### src/rtl/keypad_scanner.sv
// keypad_scanner: 4x4 matrix keypad column scanner with row synchronizer and multi-scan debounce.
module keypad_scanner #(
  parameter int SETTLE_CYCLES  = 4,
  parameter int DEBOUNCE_SCANS = 3
) (
  input  logic        clk_ctrl,
  input  logic        reset_n,
  input  logic        scan_en,
  input  logic [3:0]  row_n,
  output logic [3:0]  col_n,
  output logic [15:0] keys,
  output logic        keys_update
);
  localparam int SW = $clog2(SETTLE_CYCLES);
  localparam int DW = $clog2(DEBOUNCE_SCANS + 1);
  localparam logic [SW-1:0] SETTLE_LAST = SW'(SETTLE_CYCLES - 1);
  localparam logic [DW-1:0] DB_MAX      = DW'(DEBOUNCE_SCANS);

  typedef enum logic [1:0] {IDLE, DRIVE, COMPARE} state_t;

  state_t        r_state, w_state_nx;
  logic [1:0]    r_c;
  logic [SW-1:0] r_settle;
  logic [DW-1:0] r_stable;
  logic [15:0]   r_shadow, r_last, r_keys;
  logic          r_upd;
  logic [3:0]    r_sync1, r_sync2;
  logic          w_sample, w_abort, w_match, w_publish;
  logic [DW-1:0] w_stable_nx;
  logic [15:0]   w_last_nx;

  assign w_abort     = r_state == DRIVE && !scan_en;
  assign w_sample    = r_state == DRIVE && scan_en && r_settle == SETTLE_LAST;
  assign w_match     = r_shadow == r_last;
  assign w_stable_nx = w_match ? ((r_stable == DB_MAX) ? DB_MAX : r_stable + 1'b1) : DW'(1);
  assign w_last_nx   = w_match ? r_last : r_shadow;
  assign w_publish   = w_stable_nx == DB_MAX && w_last_nx != r_keys;

  always_ff @(posedge clk_ctrl or negedge reset_n)
    if (!reset_n) r_state <= IDLE;
    else          r_state <= w_state_nx;

  always_comb begin
    w_state_nx = IDLE;
    case (r_state)
      IDLE:    w_state_nx = scan_en ? DRIVE : IDLE;
      DRIVE:   w_state_nx = !scan_en ? IDLE : (w_sample && r_c == 2'd3) ? COMPARE : DRIVE;
      COMPARE: w_state_nx = scan_en ? DRIVE : IDLE;
      default: w_state_nx = IDLE;
    endcase
  end

  // Column drive decodes straight from state so reset releases the columns without a clock.
  always_comb begin
    col_n       = (r_state == DRIVE) ? ~(4'b0001 << r_c) : 4'b1111;
    keys        = r_keys;
    keys_update = r_upd;
  end

  always_ff @(posedge clk_ctrl or negedge reset_n)
    if (!reset_n) begin
      r_sync1  <= 4'hF;
      r_sync2  <= 4'hF;
      r_c      <= '0;
      r_settle <= '0;
      r_stable <= '0;
      r_shadow <= 16'hFFFF;
      r_last   <= 16'hFFFF;
      r_keys   <= 16'hFFFF;
      r_upd    <= 1'b0;
    end else begin
      r_sync1 <= row_n;
      r_sync2 <= r_sync1;
      r_upd   <= 1'b0;
      if (w_abort) begin
        r_shadow <= 16'hFFFF;
        r_stable <= '0;
        r_c      <= '0;
        r_settle <= '0;
      end else if (r_state == DRIVE) begin
        r_settle <= w_sample ? '0 : r_settle + 1'b1;
        if (w_sample) begin
          r_shadow[4*r_c +: 4] <= r_sync2;
          r_c                  <= r_c + 2'd1;
        end
      end else if (r_state == COMPARE) begin
        r_last   <= w_last_nx;
        r_stable <= w_stable_nx;
        if (w_publish) begin
          r_keys <= w_last_nx;
          r_upd  <= 1'b1;
        end
      end
    end
endmodule

### config.mk
export PLATFORM = sky130hd
export DESIGN_NAME = keypad_scanner
export DESIGN_NICKNAME = d
export VERILOG_FILES = /design/src/rtl/keypad_scanner.sv
export SDC_FILE = /design/constraint.sdc
export NUM_CORES = 1
export LEC_CHECK = 0
export BUFFER_PORTS_ARGS = -buffer_cell sky130_fd_sc_hd__clkbuf_2
export CAP_MARGIN = 20
export CORE_MARGIN = 5
export CORE_UTILIZATION = 53
export DETAILED_ROUTE_END_ITERATION = 10
export GPL_TIMING_DRIVEN = 0
export PLACE_DENSITY = 0.74
export SKIP_LAST_GASP = 1
export SYNTH_ARGS = -nofsm -noshare
export SYNTH_HDL_FRONTEND = slang
export SYNTH_SLANG_ARGS = --single-unit
### constraint.sdc
create_clock -name clk_ctrl -period 1.84 [get_ports clk_ctrl]
set_input_delay 0.092 -clock clk_ctrl [delete_from_list [all_inputs] [get_ports clk_ctrl]]
set_output_delay 0.092 -clock clk_ctrl [all_outputs]
set_load 0.05 [all_outputs]
==> results.sh, run 1 <==
export IMPL_drt_pass1_iter_count=7
export IMPL_core_area_mm2=0.00585
export IMPL_highest_layer="met4"
export IMPL_synth_seq_cells=65
export IMPL_final_core_util_pct=67.9
export IMPL_grt_pass1_wl_um=11100
export IMPL_cp_end_kind="register"
export IMPL_n_antenna_cell=0
export IMPL_track_usage_pct=19.4
export IMPL_met3_length_um=367
export IMPL_grt_max_degree=66
export IMPL_start_kind="register"
export IMPL_cp_arrival_ns=2.39
export IMPL_route_vias_total=2292
export IMPL_h_tree_depth=3
export IMPL_cts_made_buffers=9
export IMPL_vias_per_cell=5.24
export IMPL_cts_tree="built"
export IMPL_avgSynthCellArea_um2=10.8
export IMPL_path_clk_slew_ns=0.07
export IMPL_die_area_mm2=0.00759
export IMPL_port_buffers=27
export IMPL_slew_viol_final=0
export IMPL_place_gp_congestion=0.822
export IMPL_drt_met1_wl_um=3080
export IMPL_cts_root_buf="clkbuf_8"
export IMPL_ys_warn_count=0
export IMPL_drt_wl_total_um=6730
export IMPL_slew_limit_headroom_pct=44.1
export IMPL_setup_viol=18
export IMPL_layout_common_cells="nand2_1, dfstp_2, clkbuf_2"
export IMPL_synth_nets=306
export IMPL_violations="setup timing"
export IMPL_netlist_area_mm2=0.00315
export IMPL_cts_sinks=65
export IMPL_crit_fanout=10
export IMPL_grt_ovfl_total=0
export IMPL_setup_ws_ns=-0.281
export IMPL_rsz0062_at_grt="true"
export IMPL_drive_gt1_share_pct=45.3
export IMPL_die_h_um=87.1
export IMPL_fmax_ghz=0.472
export IMPL_layout_min_cycle_time_ns=2.12
export IMPL_fp_dieW_um=87.1
export IMPL_synthCells=291
export IMPL_placed_area_mm2=0.00339
export IMPL_detail_route_antenna_nets=0
export IMPL_wl_per_cell_um=15.4
export IMPL_clock_latency_ns=0.35
export IMPL_antenna_found_initial=0
export IMPL_cap_violations=0
export IMPL_timing_setup_tns_ns=-4.36
export IMPL_wl_met2_um=3150
export IMPL_hold_path_class="in2reg"
export IMPL_hold_viol=0
export IMPL_num_io_pins=28
export IMPL_critPathKind="reg2reg"
export IMPL_ir_drop_uv=625
export IMPL_synth_cell_type_count=38
export IMPL_start_util_pct=53.8
export IMPL_synth_seq_area_share_pct=53.9
export IMPL_fin_area_mm2=0.00397
export IMPL_critical_path_required_ns=2.11
export IMPL_dp_hpwl_um=4280
export IMPL_skew_ns=0.00884
export IMPL_layout_commonest_cell="nand2_1"
export IMPL_status="complete, but fails checks"
export IMPL_powerDensity_mw_per_mm2=927
export IMPL_worstMarginPinSlew_ns=0.838
export IMPL_grt_pass1_vias=2217
export IMPL_holdWs_ns=0.143
export IMPL_drc_errors=0
export IMPL_nNetsFinal=372
export IMPL_rows=28
export IMPL_area_growth_pct=26.0
export IMPL_pre_cts_slack_ns=-0.405
export IMPL_initialDrtViolationCount=129
export IMPL_leakage_nw=1.69
export IMPL_cts_max_path_buffers=2
export IMPL_fin_crit_sh_pct=115
[path summary, 6_finish.rpt]
check,from,to,slack (ns),cells past startpoint
min reg2reg,r_sync1[0],r_sync2[0],0.36,0
min,scan_en,r_shadow[12],0.14,4
max,r_shadow[13],keys[10],-0.28,6
max reg2reg,r_shadow[13],keys[10],-0.28,6
min in group asynchronous,reset_n,keys_update,0.42,2
max in group asynchronous,reset_n,r_c[1],0.83,2
[state kept, by name (all words and copies together), names as in the netlist]
register	cells
keys	16
keys_update	1
r_c	2
r_last	16
r_settle	2
r_shadow	16
r_stable	2
r_state	2
r_sync1	4
r_sync2	4
[synthesized netlist by cell type (all sizes together)]
cell type | instances | area (µm²)
xor2 | 15 | 131
buf | 3 | 28.8
and2 | 2 | 12.5
o21ai | 9 | 45.0
nand3b | 1 | 7.51
nand2b | 2 | 12.5
a21oi | 29 | 145
o21a | 1 | 7.51
nand4 | 5 | 31.3
xnor2 | 17 | 149
a22o | 1 | 8.76
dfrtp | 9 | 225
nor3 | 4 | 31.3
nor4bb | 1 | 10.0
o41a | 1 | 11.3
a41oi | 1 | 8.76
nor2 | 15 | 56.3
inv | 3 | 11.3
a31oi | 1 | 6.26
and3 | 1 | 6.26
o41ai | 1 | 16.3
nand3 | 4 | 25.0
mux2 | 16 | 218
nor3b | 1 | 7.51
mux2i | 1 | 10.0
nor2b | 3 | 18.8
dfstp | 56 | 1470
o22ai | 1 | 6.26
ha | 8 | 100
nor4 | 3 | 46.3
nand2 | 69 | 259
clkbuf | 7 | 26.3
[layer usage]
| layer | GRT usage (%) | vias to the layer above |
|---|---|---|
| met3 | 5.39 | 15 |
| met2 | 29.1 | 62 |
| met1 | 26.9 | 1107 |
| met4 | 6.97 | 0 |
| li1 | - | 1108 |
| met5 | 0 | - |
[report_power, final]
group / leakage [nW] / switching [W] / internal [W]
Combinational: 0.906 / 0.000436 / 0.000365
Sequential: 0.699 / 0.000156 / 0.00160
Clock: 0.0846 / 0.000559 / 0.000560
[timing repair]
action | CTS | global route
setup buffers | 15 | 10
pin swaps | 9 | 8
endpoints found under the setup margin | 28 | 34
hold buffers | 5 | 0
resized for setup | 19 | 17
endpoints found under the hold margin | 13 | 0
[stage by stage]
stage	total power [W]	instances
2_1_floorplan	0.00216	291
3_3_place_gp	0.00232	393
3_5_place_dp	0.00234	393
4_1_cts	0.00359	429
5_1_grt	0.00387	437
6_report	0.00368	437
[layout make-up]
class | count | area (µm²)
plain buffers | 10 | 56.3
inverters | 3 | 11.3
fillers | 433 | 1880
well taps | 75 | 93.8
clock inverters | 4 | 27.5
multi-input cells | 213 | 1550
clock buffers | 12 | 155
flip-flops and latches | 65 | 1700
repair buffers | 55 | 379
[logic make-up after synthesis]
group,Yosys count,share of synthesized area (%)
simple gates,111,16.6
fa+ha+maj,8,3.18
compound gates,45,8.10
buf+inv,13,2.10
mux,17,7.23
xor+xnor,32,8.90
flops,65,53.9
[critical path, stage by stage (launching register included)]
cell     delay [ns]
dfstp_2        0.61
xnor2_2        0.13
nand4_1        0.22
o41ai_4        0.49
nor3_4         0.12
buf_12         0.17
mux2_4         0.30
(Power assumes the default switching activity.)
==> run 2, diff against run 1 <==
--- a/config.mk
+++ b/config.mk
@@ -5,7 +5,7 @@
 export SDC_FILE = /design/constraint.sdc
 export NUM_CORES = 1
 export LEC_CHECK = 0
-export BUFFER_PORTS_ARGS = -buffer_cell sky130_fd_sc_hd__clkbuf_2
+export BUFFER_PORTS_ARGS = -buffer_cell sky130_fd_sc_hd__buf_2
 export CAP_MARGIN = 20
 export CORE_MARGIN = 5
 export CORE_UTILIZATION = 53
==> results.sh, run 2 (synthesized netlist as in run 1, its figures left out) <==
export IMPL_status="complete, but fails checks"
export IMPL_violations="setup timing"
export IMPL_skew_ns=0.0165
export IMPL_cts_root_buf="clkbuf_8"
export IMPL_layout_min_cycle_time_ns=2.13
export IMPL_path_clk_slew_ns=0.07
export IMPL_setup_viol=19
export IMPL_port_buffers=27
export IMPL_slew_viol_final=0
export IMPL_n_antenna_cell=0
export IMPL_critPathKind="reg2reg"
export IMPL_rows=28
export IMPL_worstMarginPinSlew_ns=0.500
export IMPL_min_to="r_shadow[2]"
export IMPL_start_util_pct=53.8
export IMPL_hold_start="scan_en"
export IMPL_placed_area_mm2=0.00344
export IMPL_nNetsFinal=371
export IMPL_detail_route_antenna_nets=0
export IMPL_antenna_found_initial=0
export IMPL_grt_max_degree=28
export IMPL_wl_per_cell_um=15.7
export IMPL_layout_cells_non_filler=436
export IMPL_rsz0062_at_grt="true"
export IMPL_setup_ws_ns=-0.288
export IMPL_drt_pass1_iter_count=4
export IMPL_cpPeakStageDelay_ns=0.61
export IMPL_ir_drop_uv=537
export IMPL_initialDrtViolationCount=121
export IMPL_layout_commonest_cell="nand2_1"
export IMPL_cts_max_path_buffers=2
export IMPL_cts_tree="built"
export IMPL_route_vias_total=2293
export IMPL_clock_latency_ns=0.35
export IMPL_rr_worst_depth=6
export IMPL_start_kind="register"
export IMPL_cp_end_kind="register"
export IMPL_dp_cells=395
export IMPL_critical_path_required_ns=2.10
export IMPL_crit_chain="xnor2_2 -> nand4_1 -> o41ai_4 -> nor3_4 -> buf_12 -> mux2_4"
export IMPL_path_buf_inv=1
export IMPL_min_path_cells=4
export IMPL_powerDensity_mw_per_mm2=924
export IMPL_cts_sinks=65
export IMPL_leakage_nw=1.71
export IMPL_die_h_um=87.1
export IMPL_regToRegSetupSlack_ns=-0.29
export IMPL_die_area_mm2=0.00759
export IMPL_fin_crit_sh_pct=116
export IMPL_crit_slowest_cell="dfstp_2"
export IMPL_crit_fanout=10
export IMPL_fmax_ghz=0.470
export IMPL_vias_per_cell=5.26
export IMPL_r2r_start="r_shadow[13]"
export IMPL_fin_area_mm2=0.00395
export IMPL_drive_gt1_share_pct=44.3
export IMPL_layout_common_cells="nand2_1, dfstp_2, buf_2"
export IMPL_crit_family="flip-flops"
export IMPL_cts_made_buffers=9
export IMPL_grt_ovfl_total=0
export IMPL_slew_limit_headroom_pct=66.6
export IMPL_fp_dieW_um=87.1
export IMPL_drc_errors=0
export IMPL_regArea_mm2=0.00170
export IMPL_core_area_mm2=0.00585
export IMPL_grt_pass1_wl_um=11700
export IMPL_hold_path_class="in2reg"
export IMPL_place_gp_congestion=0.822
export IMPL_grt_pass1_vias=2348
export IMPL_area_growth_pct=25.3
export IMPL_num_io_pins=28
export IMPL_drt_wl_total_um=6830
export IMPL_rr_endpoint="keys[11]"
export IMPL_fill_cells=460
export IMPL_multiInputGateArea_mm2=0.00152
export IMPL_hold_viol=0
export IMPL_h_tree_depth=3
export IMPL_cap_violations=0
export IMPL_dp_hpwl_um=4510
export IMPL_track_usage_pct=20.4
export IMPL_cp_arrival_ns=2.39
run 2: cell types whose count changed in the layout (fill, tap and decap cells not counted), sizes merged:
cell	delta
inv	+1
buf	+26
clkinv	+2
clkbuf	-29
clkinvlp	-1
run 2: layer usage:
metal / global-route usage, % / vias up / part of all wire, %
li1: - / 1103 / -
met2: 32.1 / 54 / 48
met3: 4.92 / 14 / 4.9
met5: 0 / - / 0
met1: 27.5 / 1122 / 45
met4: 7.39 / 0 / 2.2
run 2: how the worst max path moves through the flow:
| stage | startpoint | end | cells after the start |
|---|---|---|---|
| 2_1_floorplan | keys[3] | keys[10] | 6 |
| 3_3_place_gp | r_shadow[13] | keys[7] | 6 |
| 3_5_place_dp | r_shadow[13] | keys[7] | 6 |
| 4_1_cts | r_shadow[0] | keys[11] | 6 |
| 5_1_grt | r_shadow[13] | keys[11] | 6 |
| 6_report | r_shadow[13] | keys[11] | 6 |
run 2: area by class of cell:
class | instances | share of cell area (%)
plain buffers | 10 | 1.43
clock buffers | 10 | 3.49
clock inverters | 6 | 1.08
inverters | 3 | 0.285
multi-input cells | 213 | 38.4
flip-flops and latches | 65 | 43.0
well taps | 75 | 2.38
repair buffers | 54 | 9.98
run 2: what timing repair did:
item | CTS | global route
cloned | 0 | 0
gates resized for setup | 14 | 13
setup endpoints to repair | 27 | 31
endpoints found under the hold margin | 24 | 0
pin swaps | 6 | 9
buffers inserted | 11 | 10
hold buffers | 5 | 0
run 2: report_power, final:
part | internal (W) | switching (W)
registers | 0.00160 | 0.000160
logic | 0.000352 | 0.000426
clock network | 0.000527 | 0.000581
run 2: through the flow:
stage	total power, W	setup TNS, ns	worst slack [ns]	hold WS, ns	util [%]
finish	0.00365	-4.33	-0.288	0.144	67.5
global placement	0.00232	-5.58	-0.372	0.197	58.0
global route	0.00385	-5.98	-0.383	0.148	67.5
CTS	0.00357	-3.30	-0.228	0.131	65.2
detailed placement	0.00236	-6.66	-0.411	0.0242	58.8
floorplan	0.00216	-2.64	-0.230	-0.204	-
run 2: worst reg2reg max path, delay by kind of cell, from the launching register on:
family	cells	cell delay (ns)
buffers and inverters	1	0.17
xor gates and xnor gates	1	0.14
and+or+nand+nor	2	0.33
AOI/OAI and AO/OA	1	0.49
DFF	1	0.61
muxes	1	0.31
==> run 3, diff against run 2 <==
--- a/config.mk
+++ b/config.mk
@@ -5,13 +5,14 @@
 export SDC_FILE = /design/constraint.sdc
 export NUM_CORES = 1
 export LEC_CHECK = 0
+export ABC_AREA = 1
 export BUFFER_PORTS_ARGS = -buffer_cell sky130_fd_sc_hd__buf_2
 export CAP_MARGIN = 20
 export CORE_MARGIN = 5
-export CORE_UTILIZATION = 53
+export CORE_UTILIZATION = 54
 export DETAILED_ROUTE_END_ITERATION = 10
 export GPL_TIMING_DRIVEN = 0
-export PLACE_DENSITY = 0.74
+export PLACE_DENSITY = 0.75
 export SKIP_LAST_GASP = 1
 export SYNTH_ARGS = -nofsm -noshare
 export SYNTH_HDL_FRONTEND = slang
==> results.sh, run 3 <==
export IMPL_start_kind="register"
export IMPL_fin_crit_sh_pct=95.0
export IMPL_synth_top_cell_area_share_pct=43.5
export IMPL_async_reset_ff_share_pct=100
export IMPL_holdWs_ns=0.348
export IMPL_grt_max_degree=34
export IMPL_timing_setup_tns_ns=0
export IMPL_status="finished, final reports clean"
export IMPL_dp_hpwl_um=5100
export IMPL_cts_sinks=65
export IMPL_slew_limit_headroom_pct=51.8
export IMPL_start_util_pct=56.4
export IMPL_p_total_w=0.00342
export IMPL_area_growth_pct=17.0
export IMPL_grt_ovfl_total=0
export IMPL_vias_per_cell=5.05
export IMPL_critPathKind="reg2reg"
export IMPL_grt_pass1_wl_um=12300
export IMPL_wl_per_cell_um=13.5
export IMPL_drt_pass1_iter_count=4
export IMPL_n_antenna_cell=0
export IMPL_synthFlopType="dfstp_2"
export IMPL_final_core_util_pct=66.0
export IMPL_cts_root_buf="clkbuf_8"
export IMPL_setup_viol=0
export IMPL_clock_latency_ns=0.35
export IMPL_worstMarginPinSlew_ns=0.723
export IMPL_synth_nets=424
export IMPL_cts_max_path_buffers=2
export IMPL_synth_seq_area_share_pct=50.2
export IMPL_drive_gt1_share_pct=32.4
export IMPL_crit_fanout=10
export IMPL_drt_wl_total_um=7310
export IMPL_synth_top_cells_by_area="dfstp_2, nand2_1, dfrtp_1, inv_1, o21ai_0"
export IMPL_avgSynthCellArea_um2=8.27
export IMPL_route_vias_total=2734
export IMPL_rows=28
export IMPL_num_io_pins=28
export IMPL_cts_made_buffers=9
export IMPL_skew_ns=0.00720
export IMPL_grt_pass1_vias=2654
export IMPL_critical_path_required_ns=2.12
export IMPL_fp_dieW_um=89.1
export IMPL_layout_commonest_cell="nand2_1"
export IMPL_cts_tree="built"
export IMPL_synth_edf_count=0
export IMPL_slew_viol_final=0
export IMPL_track_usage_pct=20.4
export IMPL_layout_min_cycle_time_ns=1.75
export IMPL_h_tree_depth=3
export IMPL_port_buffers=27
export IMPL_place_gp_congestion=0.889
export IMPL_leakage_nw=1.85
export IMPL_detail_route_antenna_nets=0
export IMPL_drc_errors=0
export IMPL_critPathLaunch="r_shadow[12]"
export IMPL_yosys_top_cells_count="nand2_1, dfstp_2, inv_1"
export IMPL_yosysMostFrequentCell="nand2_1"
export IMPL_cap_violations=0
export IMPL_synth_seq_cells=65
export IMPL_r2r_start="r_shadow[12]"
export IMPL_regToRegSetupSlack_ns=0.09
export IMPL_powerDensity_mw_per_mm2=865
export IMPL_nNetsFinal=476
export IMPL_yosysTopAreaCell="dfstp_2"
export IMPL_hold_path_class="in2async"
export IMPL_die_area_mm2=0.00794
export IMPL_path_clk_slew_ns=0.07
export IMPL_synthCells=409
export IMPL_cp_end_kind="register"
export IMPL_core_area_mm2=0.00599
export IMPL_ys_warn_count=0
export IMPL_antenna_found_initial=0
export IMPL_layout_common_cells="nand2_1, dfstp_2, inv_1"
export IMPL_initialDrtViolationCount=126
export IMPL_fmax_ghz=0.572
export IMPL_cp_arrival_ns=2.03
export IMPL_hold_viol=0
export IMPL_synth_cell_type_count=24
export IMPL_ir_drop_uv=547
export IMPL_netlist_area_mm2=0.00338
export IMPL_die_h_um=89.1
## run 3: changes by cell type after synthesis, moves of 10 or more
cell / delta
nand2_2: +13
a21oi_1: -22
o21ai_0: +15
xor2_1: -15
a22oi_1: +12
inv_1: +45
nand2_1: +79
mux2_4: -10
nand4_1: +11
## run 3: worst paths after layout
kind,endpoint,depth (start not counted)
setup / recovery,keys[10],9
hold / removal,r_state[1],2
setup reg to reg,keys[10],9
hold reg to reg,r_sync2[3],0
max in group asynchronous,keys[7],3
min in group clk_ctrl,r_sync2[3],0
## run 3: cell families (layout without fill, tap and decap cells)
| family | count (synthesis) | in the layout | synth area share, % |
|---|---|---|---|
| compound gates | 48 | 48 | 8.48 |
| simple gates | 214 | 214 | 28.1 |
| buf+inv | 63 | 120 | 7.44 |
| flops | 65 | 65 | 50.2 |
| xor+xnor | 11 | 11 | 2.85 |
| fa+ha+maj | 8 | 8 | 2.96 |
## run 3: stage by stage
stage	setup slack, ns	instance area, µm²	cells
final	0.0915	3950	541
after global routing	-0.00508	3950	541
after CTS	0.0135	3870	533
after detailed placement	-0.218	3630	512
after global placement	-0.180	3610	511
after floorplan	0.0610	3380	409
## run 3: final cells by class
type                            instances  area, µm²
Buffer                                  7       48.8
Clock buffer                           13        159
Clock inverter                          3       15.0
Fill cell                             500       2040
Inverter                               55        206
Multi-Input combinational cell        281       1460
Sequential cell                        65       1700
Tap cell                               75       93.8
Timing Repair Buffer                   42        275
## run 3: power breakdown
group	switching (W)	total, W	internal [W]
combinational	0.000354	0.000577	0.000223
sequential	0.000135	0.00176	0.00162
clock	0.000534	0.00109	0.000556
total	0.00102	0.00342	0.00240
## run 3: what timing repair did
| action | in CTS | in global routing |
|---|---|---|
| setup endpoints to repair | 8 | 18 |
| setup buffers | 0 | 8 |
| pin swaps | 0 | 3 |
| hold buffers | 6 | 0 |
| cloned | 0 | 0 |
| resized for setup | 3 | 6 |
| endpoints found under the hold margin | 10 | 0 |
## run 3: routing by layer
layer  track usage (%)  wire [µm]  up-vias
met5                 0          0        -
met4              7.58         94        0
met3              5.16        308       10
met2              32.4       3540       44
met1              27.2       3370     1292
li1                  -          -     1388
## run 3: worst max-delay path: stages (launching register included)
cell and delay, ns:
dfstp_2 0.57, xnor2_1 0.12, nand2_1 0.07, nor2_2 0.15, nand2_2 0.11, nor2_8 0.19, nand3_4 0.16, buf_12 0.19
nand2_2 0.05, nand2_1 0.06
